`src/rtl/mdp_pkg.sv`:
```
// Shared definitions for the multicycle datapath: sequencer states,
// ALU and immediate-format encodings, flag bit positions and register
// file geometry.
package mdp_pkg;

    typedef enum logic [2:0] {
        FETCH,
        DECODE,
        EXECUTE,
        MEM,
        WB
    } state_t;

    typedef enum logic [2:0] {
        ALU_ADD   = 3'b000,
        ALU_SUB   = 3'b001,
        ALU_AND   = 3'b010,
        ALU_ORR   = 3'b011,
        ALU_XOR   = 3'b100,
        ALU_PASSB = 3'b101
    } alu_op_t;

    typedef enum logic [1:0] {
        IMM_ZX8    = 2'b00,
        IMM_ZX12   = 2'b01,
        IMM_BRANCH = 2'b10,
        IMM_ZERO   = 2'b11
    } imm_src_t;

    // Positions inside ALUFlags = {N,Z,C,V}
    localparam int FLAG_N = 3;
    localparam int FLAG_Z = 2;
    localparam int FLAG_C = 1;
    localparam int FLAG_V = 0;

    localparam int NUM_REGS = 16;
    localparam int PC_REG   = 15;

endpackage

```
`src/rtl/mdp_if.sv`:
```
// Unified instruction/data memory port with a req/ack handshake.
//   master (datapath): drives mem_req, mem_we, mem_addr, mem_wdata;
//                      receives mem_rdata, mem_ack.
//   slave  (memory)  : the reverse.
interface mdp_if #(
    parameter int DATA_W = 32,
    parameter int PC_W   = 16
);
    logic              mem_req;
    logic              mem_we;
    logic [PC_W-1:0]   mem_addr;
    logic [DATA_W-1:0] mem_wdata;
    logic [DATA_W-1:0] mem_rdata;
    logic              mem_ack;

    modport master (
        output mem_req, mem_we, mem_addr, mem_wdata,
        input  mem_rdata, mem_ack
    );

    modport slave (
        input  mem_req, mem_we, mem_addr, mem_wdata,
        output mem_rdata, mem_ack
    );
endinterface

```
`src/rtl/mdp_regfile.sv`:
```
// 16 x DATA_W register file: two asynchronous read ports, one synchronous
// write port, asynchronous active-high reset. Reads of R15 return the
// r15 override input instead of the stored value.
//   ra1/ra2 -> rd1/rd2 : read ports
//   we, wa, wd         : write port
//   r15                : value returned for any R15 read
module mdp_regfile
    import mdp_pkg::*;
#(
    parameter int DATA_W = 32
) (
    input  logic              clk,
    input  logic              rst,
    input  logic [3:0]        ra1,
    input  logic [3:0]        ra2,
    input  logic              we,
    input  logic [3:0]        wa,
    input  logic [DATA_W-1:0] wd,
    input  logic [DATA_W-1:0] r15,
    output logic [DATA_W-1:0] rd1,
    output logic [DATA_W-1:0] rd2
);
    logic [DATA_W-1:0] regs [NUM_REGS];

    // NOTE: this array is reset as registers, so it maps to flops rather
    // than a RAM macro; the architectural reset state requires all zeros.
    always_ff @(posedge clk or posedge rst) begin
        if (rst) begin
            for (int i = 0; i < NUM_REGS; i++) regs[i] <= '0;
        end else if (we) begin
            regs[wa] <= wd;
        end
    end

    // The stored R15 can be written but is never observable.
    assign rd1 = (ra1 == 4'(PC_REG)) ? r15 : regs[ra1];
    assign rd2 = (ra2 == 4'(PC_REG)) ? r15 : regs[ra2];
endmodule

```
`src/rtl/multicycle_datapath.sv`:
```
// Multicycle datapath: fetches, decodes, executes, accesses memory and
// writes back one instruction over several cycles through a shared
// req/ack memory port.
//   clk, rst            : clock, asynchronous active-high reset
//   MemtoReg..ALUControl: per-instruction decoder control
//   mem                 : unified memory port (master side)
//   instr               : instruction register, to the decoder
//   ALUFlags            : registered {N,Z,C,V}
//   pc                  : address of the next instruction to fetch
//   retire              : pulse on the last cycle of each instruction
module multicycle_datapath
    import mdp_pkg::*;
#(
    parameter int              DATA_W   = 32,
    parameter int              PC_W     = 16,
    parameter logic [PC_W-1:0] RESET_PC = '0
) (
    input  logic              clk,
    input  logic              rst,
    input  logic              MemtoReg,
    input  logic              ALUSrc,
    input  logic              MemWrite,
    input  logic              RegWrite,
    input  logic              PCSrc,
    input  logic [1:0]        ImmSrc,
    input  logic [1:0]        RegSrc,
    input  logic [2:0]        ALUControl,
    mdp_if.master             mem,
    output logic [DATA_W-1:0] instr,
    output logic [3:0]        ALUFlags,
    output logic [PC_W-1:0]   pc,
    output logic              retire
);
    // Instruction fields sit up to bit 23; a 32-bit view keeps the field
    // slices legal for narrow DATA_W.
    localparam int IRX_W = (DATA_W < 32) ? 32 : DATA_W;

    state_t            state;
    logic [PC_W-1:0]   ipc;
    logic [DATA_W-1:0] ir, a_reg, b_reg, alu_out, mdr;

    logic [IRX_W-1:0]  ir_x;
    logic              unused_ir_bits;
    logic [3:0]        ra1, ra2;
    logic [PC_W-1:0]   pc_plus8;
    logic [DATA_W-1:0] r15_val, rd1, rd2, ext_imm, src_b, result;
    logic [DATA_W:0]   add_full, sub_full;
    logic [DATA_W-1:0] alu_res;
    logic [3:0]        alu_flags;

    assign ir_x           = IRX_W'(ir);
    assign unused_ir_bits = ^ir_x[IRX_W-1:24];

    assign ra1      = RegSrc[0] ? 4'(PC_REG) : ir_x[19:16];
    assign ra2      = RegSrc[1] ? ir_x[15:12] : ir_x[3:0];
    assign pc_plus8 = ipc + PC_W'(8);
    assign r15_val  = DATA_W'(pc_plus8);

    mdp_regfile #(.DATA_W(DATA_W)) u_regfile (
        .clk (clk),
        .rst (rst),
        .ra1 (ra1),
        .ra2 (ra2),
        .we  ((state == WB) && RegWrite),
        .wa  (ir_x[15:12]),
        .wd  (result),
        .r15 (r15_val),
        .rd1 (rd1),
        .rd2 (rd2)
    );

    // NOTE: every combinational output gets a default before the case so
    // no path leaves it unassigned and a latch cannot be inferred.
    always_comb begin
        ext_imm = '0;
        case (imm_src_t'(ImmSrc))
            IMM_ZX8:    ext_imm = DATA_W'(ir_x[7:0]);
            IMM_ZX12:   ext_imm = DATA_W'(ir_x[11:0]);
            IMM_BRANCH: ext_imm = DATA_W'($signed({ir_x[23:0], 2'b00}));
            default:    ext_imm = '0;
        endcase
    end

    assign src_b    = ALUSrc ? ext_imm : b_reg;
    assign add_full = {1'b0, a_reg} + {1'b0, src_b};
    // Subtract as A + ~B + 1 so the carry out is the not-borrow flag.
    assign sub_full = {1'b0, a_reg} + {1'b0, ~src_b} + {{DATA_W{1'b0}}, 1'b1};

    always_comb begin
        alu_res   = '0;
        alu_flags = '0;
        case (alu_op_t'(ALUControl))
            ALU_ADD: begin
                alu_res           = add_full[DATA_W-1:0];
                alu_flags[FLAG_C] = add_full[DATA_W];
                alu_flags[FLAG_V] = (a_reg[DATA_W-1] == src_b[DATA_W-1]) &&
                                    (alu_res[DATA_W-1] != a_reg[DATA_W-1]);
            end
            ALU_SUB: begin
                alu_res           = sub_full[DATA_W-1:0];
                alu_flags[FLAG_C] = sub_full[DATA_W];
                alu_flags[FLAG_V] = (a_reg[DATA_W-1] != src_b[DATA_W-1]) &&
                                    (alu_res[DATA_W-1] != a_reg[DATA_W-1]);
            end
            ALU_AND:   alu_res = a_reg & src_b;
            ALU_ORR:   alu_res = a_reg | src_b;
            ALU_XOR:   alu_res = a_reg ^ src_b;
            ALU_PASSB: alu_res = src_b;
            default:   alu_res = '0;
        endcase
        alu_flags[FLAG_N] = alu_res[DATA_W-1];
        alu_flags[FLAG_Z] = (alu_res == '0);
    end

    assign result = MemtoReg ? mdr : alu_out;

    // NOTE: sequential state uses non-blocking assignments so every
    // register samples pre-edge values regardless of statement order.
    always_ff @(posedge clk or posedge rst) begin
        if (rst) begin
            state    <= FETCH;
            pc       <= RESET_PC;
            ipc      <= '0;
            ir       <= '0;
            a_reg    <= '0;
            b_reg    <= '0;
            alu_out  <= '0;
            mdr      <= '0;
            ALUFlags <= '0;
        end else begin
            case (state)
                FETCH: if (mem.mem_ack) begin
                    ir    <= mem.mem_rdata;
                    ipc   <= pc;
                    pc    <= pc + PC_W'(4);
                    state <= DECODE;
                end
                DECODE: begin
                    a_reg <= rd1;
                    b_reg <= rd2;
                    state <= EXECUTE;
                end
                EXECUTE: begin
                    alu_out  <= alu_res;
                    ALUFlags <= alu_flags;
                    state    <= (MemWrite || MemtoReg) ? MEM : WB;
                end
                MEM: if (mem.mem_ack) begin
                    if (MemWrite) begin
                        state <= FETCH;
                    end else begin
                        mdr   <= mem.mem_rdata;
                        state <= WB;
                    end
                end
                WB: begin
                    if (PCSrc) pc <= {result[PC_W-1:2], 2'b00};
                    state <= FETCH;
                end
                default: state <= FETCH;
            endcase
        end
    end

    // Bus outputs decode directly from the state register, so they hold
    // steady for the whole wait and show the FETCH request during reset.
    assign mem.mem_req   = (state == FETCH) || (state == MEM);
    assign mem.mem_we    = (state == MEM) && MemWrite;
    assign mem.mem_addr  = (state == MEM) ? alu_out[PC_W-1:0] : pc;
    assign mem.mem_wdata = b_reg;
    assign instr         = ir;
    // A store finishes on its MEM ack, everything else in WB.
    assign retire = (state == WB) || ((state == MEM) && mem.mem_ack && MemWrite);
endmodule

```
`src/flat_wrapper.sv`:
```
// flat-port wrapper written by rule: the top's interface ports become plain ports
module multicycle_datapath_flat import mdp_pkg::*;
#(
    parameter int              DATA_W   = 32,
    parameter int              PC_W     = 16,
    parameter logic [PC_W-1:0] RESET_PC = '0
)
  (clk, rst, MemtoReg, ALUSrc, MemWrite, RegWrite, PCSrc, ImmSrc, RegSrc, ALUControl, instr, ALUFlags, pc, retire, mem_mem_req, mem_mem_we, mem_mem_addr, mem_mem_wdata, mem_mem_rdata, mem_mem_ack);
  mdp_if #(.DATA_W(DATA_W), .PC_W(PC_W)) mem_i ();
  input  logic clk;
  input  logic rst;
  input  logic MemtoReg;
  input  logic ALUSrc;
  input  logic MemWrite;
  input  logic RegWrite;
  input  logic PCSrc;
  input  logic [1:0] ImmSrc;
  input  logic [1:0] RegSrc;
  input  logic [2:0] ALUControl;
  output logic [DATA_W-1:0] instr;
  output logic [3:0] ALUFlags;
  output logic [PC_W-1:0] pc;
  output logic retire;
  output wire logic [$bits(mem_i.mem_req)-1:0] mem_mem_req;
  output wire logic [$bits(mem_i.mem_we)-1:0] mem_mem_we;
  output wire logic [$bits(mem_i.mem_addr)-1:0] mem_mem_addr;
  output wire logic [$bits(mem_i.mem_wdata)-1:0] mem_mem_wdata;
  input wire logic [$bits(mem_i.mem_rdata)-1:0] mem_mem_rdata;
  input wire logic [$bits(mem_i.mem_ack)-1:0] mem_mem_ack;
  assign mem_mem_req = mem_i.mem_req;
  assign mem_mem_we = mem_i.mem_we;
  assign mem_mem_addr = mem_i.mem_addr;
  assign mem_mem_wdata = mem_i.mem_wdata;
  assign mem_i.mem_rdata = mem_mem_rdata;
  assign mem_i.mem_ack = mem_mem_ack;
  multicycle_datapath #(.DATA_W(DATA_W), .PC_W(PC_W), .RESET_PC(RESET_PC)) u_core (.clk(clk), .rst(rst), .MemtoReg(MemtoReg), .ALUSrc(ALUSrc), .MemWrite(MemWrite), .RegWrite(RegWrite), .PCSrc(PCSrc), .ImmSrc(ImmSrc), .RegSrc(RegSrc), .ALUControl(ALUControl), .mem(mem_i), .instr(instr), .ALUFlags(ALUFlags), .pc(pc), .retire(retire));
endmodule
```
`config.mk`:
```
export PLATFORM = sky130hd
export DESIGN_NAME = multicycle_datapath_flat
export DESIGN_NICKNAME = d
export VERILOG_FILES = /design/src/rtl/mdp_pkg.sv /design/src/rtl/mdp_if.sv /design/src/rtl/mdp_regfile.sv /design/src/rtl/multicycle_datapath.sv /design/src/flat_wrapper.sv
export SDC_FILE = /design/constraint.sdc
export NUM_CORES = 2
export LEC_CHECK = 0
export BUFFER_PORTS_ARGS = -buffer_cell sky130_fd_sc_hd__buf_2
export CORE_MARGIN = 2
export CORE_UTILIZATION = 50
export DETAILED_ROUTE_END_ITERATION = 7
export GPL_TIMING_DRIVEN = 0
export HOLD_SLACK_MARGIN = 0.05
export PLACE_DENSITY = 0.67
export SKIP_LAST_GASP = 1
export SLEW_MARGIN = 20
export SYNTH_ARGS = -nofsm -noshare
export SYNTH_HDL_FRONTEND = slang
export SYNTH_SLANG_ARGS = --single-unit
```
`constraint.sdc`:
```
create_clock -name clk -period 25.1 [get_ports clk]
set_input_delay 5.02 -clock clk [delete_from_list [all_inputs] [get_ports clk]]
set_output_delay 5.02 -clock clk [all_outputs]
set_load 0.005 [all_outputs]
```
Word level (Yosys, flattened, before mapping)
Cells that the tools add are included.

Register bits: 711. Bits of input ports: 47. Output and inout bits: 103. Word-level logic and storage cells: 108.

Add/subtract/negate cells: 5. Order comparisons: 4. Equality and inequality tests: 20. Multiplexer cells: 27. Bitwise operators: 8. Reduce and logical (&&, ||, !) cells: 19.

Operator list (count): $bwmux W512 (1); $mux W32 (9); $bmux W32 S4 (2); $pmux W32 S6 (1); $demux W32 S4 (1); $pmux W32 S3 (1); $add A32 B32 Y33 (2); $mux W16 (3); $add A33 B1 Y33 const B (1); $and A32 B32 Y32 (1); $logic_not A32 Y1 (1); $not A32 Y32 (1); $or A32 B32 Y32 (1); $pmux W16 S2 (1); $xor A32 B32 Y32 (1); $add A16 B3 Y16 const B (1); $add A16 B4 Y16 const B (1); $ge A5 B5 Y1 const B (3); $not A4 Y5 (3); $eq A3 B2 Y1 const B (4); $mux W3 (4); $pmux W3 S4 (1); $eq A3 B3 Y1 const B (3); $eq A4 B4 Y1 const B (2); other kinds (17) (34).

Depth between registers and ports, before layout
Word-level depth: 9. Mapped depth: 19. Gate-level depth less buffers: 17.

By module
A second synthesis with hierarchy kept.

Cells, all modules: 3472. Area, all modules: 40525.1 µm².

By module, submodules not included: mdp_regfile (instances 1, cells each 1764, area each 25902.3 µm², sequential area each 12011.5 µm²); multicycle_datapath (instances 1, cells each 1708, area each 14622.8 µm², sequential area each 4854.7 µm²).

Worst setup path before layout
Ideal clock, no wire load.

Kind: input -> output. From: input port MemWrite. To: output port mem_mem_we. Arrival time: 5.165 ns. Required time: 20.080 ns. Path slack: 14.915 ns. Cell stages on the path: 2. Buffers on the path: 0. Cells stage by stage: inv_1 -> nor2_1.

Cells in the longest elaborated chain, start to end: 1.

Ends and longest elaborated chain: from (decl) (line flat_wrapper.sv:14) `input logic MemWrite;`; $logic_and A1 B1 Y1 (line multicycle_datapath.sv:168) `assign mem.mem_we = (state == MEM) && MemWrite;`; to (decl) (line flat_wrapper.sv:25) `output wire logic [$bits(mem_i.mem_we)-1:0] mem_mem_we;`.

No other way between the ends.

Worst setup path after layout
Same ends and word-level chain as after synthesis.

==> summary by stage <==
Synthesis
The synthesized area per cell is 8.27 µm². Yosys mapped a number of flops with a built-in enable equal to 0. The post-synthesis cell type count is 97.

The synthesized netlist cell count is about 5000. After synthesis, flip-flops and latches occupy 42.4% of the total area. The yosys synthesis warning count is 0. The synthesized flop and latch total is slightly above 700.

For this run, the leading register cell type out of synthesis is sky130_fd_sc_hd__dfrtp_1. In this run the cell area of the synthesized design comes to 41700 µm². After synthesis, the share of flip-flops with an asynchronous set or reset is 100%.

Final layout
The layout-stage area growth over the synthesis result is 12.1%. The library cells used most frequently in the layout, excluding fill and tap cells, are 1139 x sky130_fd_sc_hd__nand2_1, 706 x sky130_fd_sc_hd__dfrtp_1, 463 x sky130_fd_sc_hd__o21ai_0. The register with the most flip-flops in the layout has about 510 of them. The filler cell count is 7707. The top register by number of flip-flops is u_core.u_regfile.regs. After routing the design area is 46700 µm².

The library cell used most frequently in the layout, excluding fill and tap cells, is sky130_fd_sc_hd__nand2_1. After the last flow step, the layout net total stands at roughly 5400. The non-filler instance count after layout is 6410. The post-route netlist has just under 10% of its cells at a drive strength greater than 1.

Drt
After detailed routing, the number of remaining DRC violations is 0. After the first detailed-routing iteration, the DRC count stood at 6611. The iteration count of the initial detailed-routing pass is 7. In this run the remaining antenna-violating nets after routing total 0. The wire length reported by the detailed router is about 200 mm. The routed layout has between 40000 and 50000 vias.

After detailed routing, the average wire length per cell comes to 30.5 µm. Dividing the detail-routed via count by the number of cells gives 6.67.

Global routing
The pin count of the biggest net entering global routing is 105. The met1 demand-to-capacity share in global routing is about three fifths. In this run the most used layer during global routing was met2. The global-route usage over all layers is 45.0%. The met3 demand-to-capacity share in global routing is ~11%. The number of global-route vias before repair came to about 41000. The global-route wire length before repair is 281 mm.

Summed over all layers, the global routing overflow is 0. In the global route stage, met2 resource usage came out at 67.2%. The number of antenna violations at the first check in global routing is 5.

CTS
The clock slew seen by the registers of the worst setup and hold paths is 0.06 ns. The buffers inserted during post-CTS setup optimization is 0. The clock tree from TritonCTS is done. The number of buffers added by the clock tree synthesis step is 78.

The maximum clock insertion buffer count is 3. The clock root buffer master is sky130_fd_sc_hd__clkbuf_16. The number of levels in the clock H-tree is 3. CTS saw 706 sinks. For this design, the CTS-stage hold fixing added 0 buffers. In this run, post-CTS repair resized a total of 0 instances.

For the worst-skew pair, the clock arrives at the later sink with an insertion delay of ~0.65 ns.

Timing
The share of the clock period used by the worst path is 41.8%. Derived from the worst setup path, the maximum achievable clock frequency is 95.3 MHz. The final worst-path setup slack is 14.61 ns. On the final layout, the worst clock skew is ~0.040 ns.

The relative max-transition margin is 9.13%. The worst hold slack after final layout is 0.481 ns. For the pin with the worst max-slew slack, the measured transition is 1.36 ns. The number of setup violations in the final report is 0.

The minimum period implied by the final worst setup slack is 10.49 ns. Setup repair after global routing left no endpoint under its margin. The count of final max-slew check failures is 0. The number of hold-slack violations in the final timing report is 0.

Power
The leakage power is between 15 and 20 nW. The power density over the cells is 135 nW/µm². The worst-case vdd ir drop is 0.0000671 V.

Floorplanning
The area of the core is 82200 µm². The floorplan die area is 85600 µm². 150 I/O pins were placed. The floorplan step set the die width to 293 µm.

The starting utilization of the core area is 50.7%. From bottom edge to top edge, the die measures roughly 290 µm. The floorplan has 105 rows.

Worst setup path
The internal reg-to-reg setup slack is 19.32 ns. The capturing point of the worst reg2reg path is u_core.ALUFlags[2]. For the worst setup path, the data required time is ~20 ns. The biggest fanout along the worst timing path is 4. The type of the setup path with the least slack is primary input to output port. Data arrives at the worst endpoint at 5.47 ns. Counting cells, the worst reg-to-reg path comes to 15. The kind of capture point of the worst setup path is an output port. The nature of the critical path startpoint is a primary input. The reg-to-reg startpoint is u_core.instr[17].

Worst hold path
The hold path startpoint is u_core.u_regfile.regs[5]. The tightest min-delay check is of the flop to flop type. The path with the worst hold slack has its endpoint at u_core.u_regfile.regs[5]. The number of cells traversed by the worst hold path is 2.

Placed design
The number of placed instances, taps included, is 6263. The count of buffers added on input and output ports is 142. The final weighted congestion in routability-driven placement is 1.06.

The post-DP HPWL is 151 mm. The placed instances occupy a cell area of 44000 µm². OpenSTA, run right after detailed placement, puts the worst setup slack at 14.28 ns.

Status
The run finished with clean final reports.

Flow run
The tool flagged a number of max-cap violations equal to 0.
power breakdown:
group	internal [W]	switching [W]
clock network	0.000686	0.000518
registers	0.00144	0.000380
logic	0.000955	0.00233
total	0.00308	0.00323
synth_stat cells (13+ instances only):
master,count,area [µm²]
sky130_fd_sc_hd__nor2_1,351,1320
sky130_fd_sc_hd__o22ai_1,54,338
sky130_fd_sc_hd__a22oi_1,32,240
sky130_fd_sc_hd__ha_1,99,1240
sky130_fd_sc_hd__nand2_1,1139,4280
sky130_fd_sc_hd__nand3_1,180,901
sky130_fd_sc_hd__and2_1,20,125
sky130_fd_sc_hd__a31oi_1,55,344
sky130_fd_sc_hd__mux2_2,89,1000
sky130_fd_sc_hd__nor4_1,14,87.6
sky130_fd_sc_hd__mux4_2,31,698
sky130_fd_sc_hd__mux2i_1,91,911
sky130_fd_sc_hd__nor2b_1,37,231
sky130_fd_sc_hd__buf_1,51,191
sky130_fd_sc_hd__nand4_1,20,125
sky130_fd_sc_hd__dfrtp_1,706,17700
sky130_fd_sc_hd__o211ai_1,24,180
sky130_fd_sc_hd__o21ai_0,463,2320
sky130_fd_sc_hd__a221o_1,17,170
sky130_fd_sc_hd__o31ai_1,13,97.6
sky130_fd_sc_hd__or2_2,14,87.6
sky130_fd_sc_hd__nor3b_1,16,120
sky130_fd_sc_hd__and3_1,78,488
sky130_fd_sc_hd__clkbuf_1,345,1290
sky130_fd_sc_hd__a21o_1,17,128
sky130_fd_sc_hd__nor3_1,40,200
sky130_fd_sc_hd__a311oi_1,131,1150
sky130_fd_sc_hd__inv_1,119,447
sky130_fd_sc_hd__o311ai_0,14,123
sky130_fd_sc_hd__a22o_1,46,403
sky130_fd_sc_hd__a21oi_1,395,1980
sky130_fd_sc_hd__buf_2,32,160
sky130_fd_sc_hd__o221ai_1,13,114
sky130_fd_sc_hd__a211oi_1,50,375
sky130_fd_sc_hd__a221oi_1,40,350
per-stage QoR:
step	total power [W]	setup TNS [ns]	util, %
finish	0.00631	0	56.8
CTS	0.00610	0	56.7
global placement	0.00488	-5443.32	53.2
global route	0.00650	0	56.8
floorplan	0.00353	0	-
detailed placement	0.00491	0	53.5
critical path: stages:
cell	delay, ns
sky130_fd_sc_hd__buf_2	0.13
sky130_fd_sc_hd__inv_1	0.09
sky130_fd_sc_hd__nor2_1	0.10
sky130_fd_sc_hd__buf_2	0.13
cell families after synthesis:
| group | count (synthesis) | share of synthesized area, % |
|---|---|---|
| muxes | 211 | 6.27 |
| xor gates and xnor gates | 19 | 0.399 |
| buffers and inverters | 560 | 5.22 |
| adders and majority gates | 101 | 3.07 |
| other | 1 | 0.00900 |
| DFF | 706 | 42.4 |
| AOI/OAI and AO/OA | 1475 | 22.5 |
| and+or+nand+nor | 1964 | 20.2 |
routing by layer:
metal | wire length (µm) | part of all wire (%)
met5 | 13 | 0.0066
met4 | 13800 | 7.0
met3 | 23400 | 12
met2 | 83500 | 43
met1 | 75100 | 38
worst max-delay path by stage:
stage / start / end / slack (ns) / cells past startpoint
global placement: rst / u_core.ALUFlags[2] / -7.89 / 2
finish: MemWrite / mem_mem_we / 14.61 / 4
floorplan: rst / u_core.ALUFlags[0] / 0.28 / 1
CTS: mem_mem_ack / retire / 14.63 / 4
global route: mem_mem_ack / retire / 14.58 / 4
detailed placement: ALUSrc / u_core.ALUFlags[2] / 14.28 / 18
area by class of cell:
type                    count  area, µm²  area share, %
diodes                      6       15.0         0.0322
plain buffers             436       1710           3.67
clock buffers             105       2210           4.72
clock inverters            36        425          0.911
inverters                 124        473           1.01
multi-input cells        3772      21900           46.9
flip-flops and latches    706      17700           37.8
well taps                1070       1340           2.87
repair buffers            155        973           2.08
(Power assumes the default switching activity.)
